==> config.mk <==
export PLATFORM = sky130hd
export DESIGN_NAME = sha256_round_engine
export DESIGN_NICKNAME = d
export VERILOG_FILES = /design/src/rtl/sha256_round_engine.sv
export SDC_FILE = /design/constraint.sdc
export NUM_CORES = 2
export LEC_CHECK = 0
export CELL_PAD_IN_SITES_DETAIL_PLACEMENT = 1
export CELL_PAD_IN_SITES_GLOBAL_PLACEMENT = 1
export CORE_MARGIN = 2
export CORE_UTILIZATION = 37
export CTS_BUF_LIST = sky130_fd_sc_hd__clkbuf_8 sky130_fd_sc_hd__clkbuf_16
export CTS_CLUSTER_SIZE = 14
export DETAILED_ROUTE_END_ITERATION = 7
export PLACE_DENSITY = 0.79
export SLEW_MARGIN = 20
export SYNTH_ARGS = -nofsm -noshare
export SYNTH_HDL_FRONTEND = slang
export SYNTH_SLANG_ARGS = --single-unit
==> constraint.sdc <==
create_clock -name clk -period 16.4 [get_ports clk]
set_input_delay 3.28 -clock clk [delete_from_list [all_inputs] [get_ports clk]]
set_output_delay 3.28 -clock clk [all_outputs]
set_load 0.02 [all_outputs]
==> src/rtl/sha256_round_engine.sv <==
// Iterative SHA-256 compression of one 512-bit block, UNROLL rounds per clock.
// The message schedule lives in a sliding 16-word window; the digest is registered.
module sha256_round_engine #(
  parameter int unsigned UNROLL = 1
) (
  input  logic         clk,
  input  logic         rst,
  input  logic         start,
  input  logic [511:0] block_in,
  input  logic [255:0] hash_in,
  output logic         ready,
  output logic         busy,
  output logic         valid,
  output logic [255:0] digest
);

  if (!(UNROLL == 1 || UNROLL == 2 || UNROLL == 4 || UNROLL == 8)) begin : g_bad_unroll
    $error("sha256_round_engine: UNROLL must be 1, 2, 4 or 8");
  end

  localparam logic [5:0] Step  = 6'(UNROLL);
  localparam logic [5:0] LastT = 6'(64 - UNROLL);

  localparam logic [31:0] KRom [64] = '{
    32'h428a2f98, 32'h71374491, 32'hb5c0fbcf, 32'he9b5dba5,
    32'h3956c25b, 32'h59f111f1, 32'h923f82a4, 32'hab1c5ed5,
    32'hd807aa98, 32'h12835b01, 32'h243185be, 32'h550c7dc3,
    32'h72be5d74, 32'h80deb1fe, 32'h9bdc06a7, 32'hc19bf174,
    32'he49b69c1, 32'hefbe4786, 32'h0fc19dc6, 32'h240ca1cc,
    32'h2de92c6f, 32'h4a7484aa, 32'h5cb0a9dc, 32'h76f988da,
    32'h983e5152, 32'ha831c66d, 32'hb00327c8, 32'hbf597fc7,
    32'hc6e00bf3, 32'hd5a79147, 32'h06ca6351, 32'h14292967,
    32'h27b70a85, 32'h2e1b2138, 32'h4d2c6dfc, 32'h53380d13,
    32'h650a7354, 32'h766a0abb, 32'h81c2c92e, 32'h92722c85,
    32'ha2bfe8a1, 32'ha81a664b, 32'hc24b8b70, 32'hc76c51a3,
    32'hd192e819, 32'hd6990624, 32'hf40e3585, 32'h106aa070,
    32'h19a4c116, 32'h1e376c08, 32'h2748774c, 32'h34b0bcb5,
    32'h391c0cb3, 32'h4ed8aa4a, 32'h5b9cca4f, 32'h682e6ff3,
    32'h748f82ee, 32'h78a5636f, 32'h84c87814, 32'h8cc70208,
    32'h90befffa, 32'ha4506ceb, 32'hbef9a3f7, 32'hc67178f2
  };

  typedef enum logic [1:0] {StIdle, StRound, StDone} state_e;

  function automatic logic [31:0] rotr(input logic [31:0] x, input int n);
    return (x >> n) | (x << (32 - n));
  endfunction

  function automatic logic [31:0] bsig0(input logic [31:0] x);
    return rotr(x, 2) ^ rotr(x, 13) ^ rotr(x, 22);
  endfunction

  function automatic logic [31:0] bsig1(input logic [31:0] x);
    return rotr(x, 6) ^ rotr(x, 11) ^ rotr(x, 25);
  endfunction

  function automatic logic [31:0] ssig0(input logic [31:0] x);
    return rotr(x, 7) ^ rotr(x, 18) ^ (x >> 3);
  endfunction

  function automatic logic [31:0] ssig1(input logic [31:0] x);
    return rotr(x, 17) ^ rotr(x, 19) ^ (x >> 10);
  endfunction

  function automatic logic [31:0] ch(input logic [31:0] x, y, z);
    return (x & y) ^ (~x & z);
  endfunction

  function automatic logic [31:0] maj(input logic [31:0] x, y, z);
    return (x & y) ^ (x & z) ^ (y & z);
  endfunction

  state_e       state_q;
  logic [5:0]   t_q;
  logic [31:0]  w_q  [16];
  logic [31:0]  wv_q [8];
  logic [31:0]  hs_q [8];
  logic [255:0] digest_q;
  logic         valid_q;

  logic [31:0]  w_d  [16];
  logic [31:0]  wv_d [8];
  logic [255:0] digest_d;

  // Chain UNROLL rounds; ext holds W[t..t+15+UNROLL] so the window can slide.
  always_comb begin
    logic [31:0] ext [16 + UNROLL];
    logic [31:0] wv  [8];
    logic [31:0] t1, t2;
    for (int i = 0; i < 16; i++) ext[i] = w_q[i];
    for (int k = 0; k < int'(UNROLL); k++) begin
      ext[16 + k] = ssig1(ext[14 + k]) + ext[9 + k] + ssig0(ext[1 + k]) + ext[k];
    end
    for (int i = 0; i < 8; i++) wv[i] = wv_q[i];
    for (int u = 0; u < int'(UNROLL); u++) begin
      t1 = wv[7] + bsig1(wv[4]) + ch(wv[4], wv[5], wv[6]) + KRom[t_q + 6'(u)] + ext[u];
      t2 = bsig0(wv[0]) + maj(wv[0], wv[1], wv[2]);
      wv[7] = wv[6];
      wv[6] = wv[5];
      wv[5] = wv[4];
      wv[4] = wv[3] + t1;
      wv[3] = wv[2];
      wv[2] = wv[1];
      wv[1] = wv[0];
      wv[0] = t1 + t2;
    end
    for (int i = 0; i < 16; i++) w_d[i] = ext[i + int'(UNROLL)];
    for (int i = 0; i < 8; i++) wv_d[i] = wv[i];
  end

  always_comb begin
    digest_d = '0;
    for (int i = 0; i < 8; i++) digest_d[255 - 32*i -: 32] = hs_q[i] + wv_q[i];
  end

  always_ff @(posedge clk) begin
    if (rst) begin
      state_q  <= StIdle;
      t_q      <= '0;
      digest_q <= '0;
      valid_q  <= 1'b0;
      for (int i = 0; i < 16; i++) w_q[i] <= '0;
      for (int i = 0; i < 8; i++) begin
        wv_q[i] <= '0;
        hs_q[i] <= '0;
      end
    end else begin
      valid_q <= 1'b0;
      case (state_q)
        StIdle: begin
          if (start) begin
            for (int i = 0; i < 16; i++) w_q[i] <= block_in[511 - 32*i -: 32];
            for (int i = 0; i < 8; i++) begin
              wv_q[i] <= hash_in[255 - 32*i -: 32];
              hs_q[i] <= hash_in[255 - 32*i -: 32];
            end
            t_q     <= '0;
            state_q <= StRound;
          end
        end
        StRound: begin
          for (int i = 0; i < 16; i++) w_q[i] <= w_d[i];
          for (int i = 0; i < 8; i++) wv_q[i] <= wv_d[i];
          t_q <= t_q + Step;
          if (t_q == LastT) state_q <= StDone;
        end
        StDone: begin
          digest_q <= digest_d;
          valid_q  <= 1'b1;
          state_q  <= StIdle;
        end
        default: state_q <= StIdle;
      endcase
    end
  end

  assign ready  = (state_q == StIdle);
  assign busy   = (state_q != StIdle);
  assign valid  = valid_q;
  assign digest = digest_q;

endmodule
Word-level counts from Yosys, hierarchy flattened
Memory sizes are Yosys's and may differ from the RTL's.
Cells that the tools add are included.

cells by class
  add/sub/neg operators = 19
  order comparisons = 1
  equal/unequal tests = 5
  multiplexer cells = 73
  bitwise gates (word level) = 84
  reductions and logical operators = 5

operators by type and width
  kind                                                       number
  two-way mux 32 bit                                         58
  adder 32 bit                                               18
  XOR 32 bit                                                 9
  bitwise AND 32 bit                                         5
  bitwise OR 1 bit                                           56
  NOT 32 bit                                                 1
  bitwise OR 10 x 32 -> 32 bit                               1
  bitwise OR 13 x 32 -> 32 bit                               1
  bitwise OR 14 x 32 -> 32 bit                               1
  bitwise OR 15 x 32 -> 32 bit                               1
  bitwise OR 19 x 32 -> 32 bit                               1
  bitwise OR 21 x 32 -> 32 bit                               1
  bitwise OR 25 x 32 -> 32 bit                               1
  bitwise OR 26 x 32 -> 32 bit                               1
  bitwise OR 30 x 32 -> 32 bit                               1
  bitwise OR 7 x 32 -> 32 bit                                1
  XOR 32 x 22 -> 32 bit                                      1
  XOR 32 x 29 -> 32 bit                                      1
  case mux 6 bit (2 select lines)                            1
  two-way mux 1 bit                                          10
  greater-or-equal comparator 7 bit (second input constant)  1
  NOT 6 -> 7 bit                                             1
  adder 6 x 1 -> 6 bit (second input constant)               1
  equality test 6 bit (second input constant)                1
  9 further kinds                                            13

storage, ports and cells
  bits in registers = 265
  RAM bits = 1024
  memory bits (read-only) = 2048
  output and inout port bits = 259
  word-level logic and storage cells = 195
  memories kept = 4

memory list
  memory           depth  bits a word  read ports  clocked after memory_dff  write ports  line  RTL
  (no name shown)  64     32           1           0                         0            96    t1 = wv[7] + bsig1(wv[4]) + ch(wv[4], wv[5], wv[6]) + KRom[t_q + 6'(u)] + ext[u];
  w_q              16     32           16          0                         16           75    logic [31:0] w_q [16];
  hs_q             8      32           8           0                         8            77    logic [31:0] hs_q [8];
  wv_q             8      32           8           0                         8            76    logic [31:0] wv_q [8];

Longest topological paths before layout
  word-level depth = 9
  depth in mapped cells = 40
  depth with buffers taken out = 39

Worst setup path after synthesis
OpenSTA, ideal clock, no wires.

  path type = in2reg
  start = in rst
  end = mem w_q[3][4] (netlist: w_q[0][100]), enable pin
  arrival = 10.852 ns
  path slack = 2.366 ns
  stages on the path = 4
  buffers on the path = 2
  cells stage by stage = clkbuf_1 -> clkinv_1 -> clkbuf_1 -> nand3_1

RTL lines
  element             line  RTL
  start: declaration  7     input logic rst,
  end: declaration    75

==> metrics.log <==
INFO  metric grt.overflow.total = 0
INFO  metric xor_and_xnor_area_share_after_synthesis = 6.09%
INFO  metric die_h = 463 um
INFO  metric placed_cell_area = 90800 um2
INFO  metric setup.worst_path.class = reg2reg
INFO  metric worst-endpoint-arrival = 11.61 ns
INFO  metric synth_mux_area_share = 0.686%
INFO  metric number_of_nets_in_the_layout = 9775
INFO  metric synth.net_count = 8948
INFO  metric cts_max_path_buffers = 3
INFO  metric post-synth-top-area-cell = sky130_fd_sc_hd__edfxtp_1
INFO  metric synth_area = 77900 um2
INFO  metric totalWireLength = 361 mm
INFO  metric syn_inst = 7592
INFO  metric number_of_antenna_violations_at_the_first_check_in_global_routing = 60
INFO  metric crit_start = t_q[1]$_SDFFE_PP0P_
INFO  metric post_synth_fa_ha_maj_area_fraction = 11.3%
INFO  metric post_synth_main_area_contributors = sky130_fd_sc_hd__edfxtp_1 39%, sky130_fd_sc_hd__dfxtp_1 6.8%, sky130_fd_sc_hd__ha_1 6.3%
INFO  metric least_margin_pin_slew = 1.01 ns
INFO  metric cts_tree = done
INFO  metric post-dp-hpwl = 284 mm
INFO  metric yosys_warnings = 0
INFO  metric dp.cells = 11100
INFO  metric dr_total_vias = 65500
INFO  metric worst_setup_path_end_kind = flip-flop
INFO  metric numPortBuffers = 1029
INFO  metric compound_gate_portion_of_the_synthesized_area = 19.6%
INFO  metric hold_crit_path_type = reg2reg
INFO  metric cts_repair_resize_count = 0
INFO  metric r2r_start = t_q[1]$_SDFFE_PP0P_
INFO  metric synth_flop_cell = sky130_fd_sc_hd__edfxtp_1
INFO  metric postLayoutCellArea = 96100 um2
INFO  metric worst_path_most_repeated_cell = sky130_fd_sc_hd__a21oi_1
INFO  metric post_synthesis_share_of_cell_area_spent_on_and_or_nand_and_nor_gates = 12.2%
INFO  metric num_rows = 168
INFO  metric io_pins = 1030
INFO  metric die_area = 214000 um2
INFO  metric number_of_failing_hold_endpoints_at_the_final_stage = 0
INFO  metric max_freq = 91.5 MHz
INFO  metric drt_iter0_drc = 5792
INFO  metric route.detailed.drc = 0
INFO  metric max_cap_violations = 0
INFO  metric min_tclk_post_route = 10.93 ns
INFO  metric cts-buffers-inserted = 152
INFO  metric route.detailed.vias_per_inst = 5.75
INFO  metric synth_top_family_by_area = compound AO/OA/AOI/OAI gates
INFO  metric tritoncts_num_sinks = 1289
INFO  metric worstHoldStart = digest[167]$_SDFFE_PP0P_
INFO  metric hold_depth = 2
INFO  metric r2r_cells = 36
INFO  metric cts-htree-levels = 4
INFO  metric worstSkewPairLatency = 0.86 ns
INFO  metric synth_top_cell_area_share = 39.5%
INFO  metric relative_slew_slack = 31.6%
INFO  metric cts-root-buf = sky130_fd_sc_hd__clkbuf_16
INFO  metric critical-path-slowest-cell = sky130_fd_sc_hd__ha_1
INFO  metric finish.cell_count_without_fillers = 11400
INFO  metric drive_above_1_share = 4.94%
INFO  metric clkTransAtPathRegs = 0.06 ns
INFO  metric fin_setup_tns = 0 ns
INFO  metric syn_area_per_cell = 10.3 um2
INFO  metric synth-async-reset-ratio = 0%
INFO  metric grt_pass1_vias = 67900
INFO  metric drt.antenna.violating_nets = 0
INFO  metric chipWidth = 463 um
INFO  metric syn_to_final_growth = 23.3%
INFO  metric wl_per_instance = 31.7 um
INFO  metric timing.rr.end = wv_q[0][31]$_DFFE_PP_
INFO  metric grt.total_usage = 32.7%
INFO  metric final_count_of_negative_setup_slack_endpoints = 0
INFO  metric number_of_buffers_inserted_for_hold_repair_after_clock_tree_synthesis = 0
INFO  metric result_of_the_run = finished, final reports clean
INFO  metric fin_worst_skew = 0.0646 ns
INFO  metric firstDrtPassIters = 7
INFO  metric synth_seq_area_share = 46.3%
INFO  metric globalplace.congestion = 0.966
INFO  metric post-route-util = 45.9%
INFO  metric cp-start-kind = flip-flop
INFO  metric rrSetupSlack = 5.47 ns
INFO  metric seq_cells_post_synth = 1289
INFO  metric yosysUniqueCellTypes = 101
INFO  metric synth_enable_flop_cells = 1024
INFO  metric core = 209000 um2
INFO  metric path_max_fanout = 22
INFO  metric cp_data_required_time = 17.08 ns
INFO  metric post-route-period-util = 66.6%
INFO  metric grt_pass1_wl = 505 mm
INFO  metric final-max-slew-violation-count = 0
INFO  metric grt_start_max_net_pins = 186
INFO  metric critical_path.max_stage_delay = 1.07 ns
INFO  metric post_cts_buffers = 0
INFO  metric rsz0062_at_grt = no
INFO  metric initial_utilization = 37.2%
INFO  metric hold_end = digest[167]$_SDFFE_PP0P_
routing by layer:
metal  wire [um]  part of all wire [%]  global-route usage (%)  vias to the layer above
met2      174000                    48                    55.0                     2503
li1            -                     -                       -                    29100
met1      140000                    39                    39.2                    33300
met3       22800                   6.3                    5.97                      638
met4       24100                   6.7                    19.3                       34
met5         227                 0.063                       0                        -
cell type report:
class	count	area (um2)
fill	23000	113000
multi-input combinational	5508	39000
sequential	1289	36100
timing repair buffer	1116	11000
clock buffer	165	3990
tap	2805	3510
inverter	352	1320
clock inverter	118	1120
antenna	35	87.6
through the flow:
step | setup WS [ns] | hold WS, ns
global route | 5.08 | 0.474
finish | 5.47 | 0.453
detailed placement | 5.70 | 0.441
global placement | 5.83 | 0.437
floorplan | 2.37 | 0.518
CTS | 5.69 | 0.452
cell usage after synthesis, drive strengths merged (42+ instances only):
library cell	instances
a211oi	96
a21o	394
a21oi	728
a22o	333
a31oi	55
and2	206
buf	45
clkbuf	398
dfxtp	265
edfxtp	1024
fa	195
ha	390
inv	347
nand2	1004
nand2b	72
nand3	106
nor2	274
nor2b	101
nor3	79
o21a	42
o21ai	328
o21bai	74
xnor2	410
xor2	127
worst max-delay path: cells and delay by family, from the launching register on:
kind | cells | cell delay, ns
AO/OA/AOI/OAI | 16 | 4.23
XOR/XNOR | 2 | 0.47
adder cells (fa/ha/maj) | 7 | 3.74
buffers and inverters | 6 | 1.13
flip-flops | 1 | 0.30
AND/OR/NAND/NOR | 5 | 0.95
how the worst max path moves through the flow:
stage	slack, ns	to	cells past startpoint
CTS	5.69	wv_q[0][25]$_DFFE_PP_	36
global route	5.08	wv_q[0][30]$_DFFE_PP_	34
finish	5.47	wv_q[0][31]$_DFFE_PP_	36
floorplan	2.37	w_q[0][100]$_SDFFCE_PN0P_	4
detailed placement	5.70	wv_q[0][25]$_DFFE_PP_	36
global placement	5.83	wv_q[0][30]$_DFFE_PP_	36
flip-flops by register name, summed over array words and instances, names as in the netlist:
signal and cells:
digest 256, w_q 512, t_q 6, wv_q 256, state_q 2, hs_q 256
valid 1
kinds of logic after synthesis:
group,after synthesis
AOI/OAI and AO/OA,2292
and+or+nand+nor,2042
DFF,1289
buffers and inverters,795
adders and majority gates,588
xor gates and xnor gates,539
muxes,47
layout by cell type, fill, tap and decap left out, types with 81 or more instances in the layout:
cell type and instances:
sky130_fd_sc_hd__a211oi_1 94, sky130_fd_sc_hd__a21o_1 393, sky130_fd_sc_hd__a21oi_1 725, sky130_fd_sc_hd__a22o_1 333
sky130_fd_sc_hd__and2_1 205, sky130_fd_sc_hd__buf_4 81, sky130_fd_sc_hd__clkbuf_16 153, sky130_fd_sc_hd__clkdlybuf4s50_1 1028
sky130_fd_sc_hd__dfxtp_1 261, sky130_fd_sc_hd__edfxtp_1 1024, sky130_fd_sc_hd__fa_1 195, sky130_fd_sc_hd__ha_1 390
sky130_fd_sc_hd__inv_1 381, sky130_fd_sc_hd__nand2_1 1002, sky130_fd_sc_hd__nand3_1 103, sky130_fd_sc_hd__nor2_1 271
sky130_fd_sc_hd__nor2b_1 99, sky130_fd_sc_hd__o21ai_0 304, sky130_fd_sc_hd__xnor2_1 410, sky130_fd_sc_hd__xor2_1 127
Power is not shown: default switching activity piles up to over one toggle a cycle in this logic, so the estimate is an artifact.
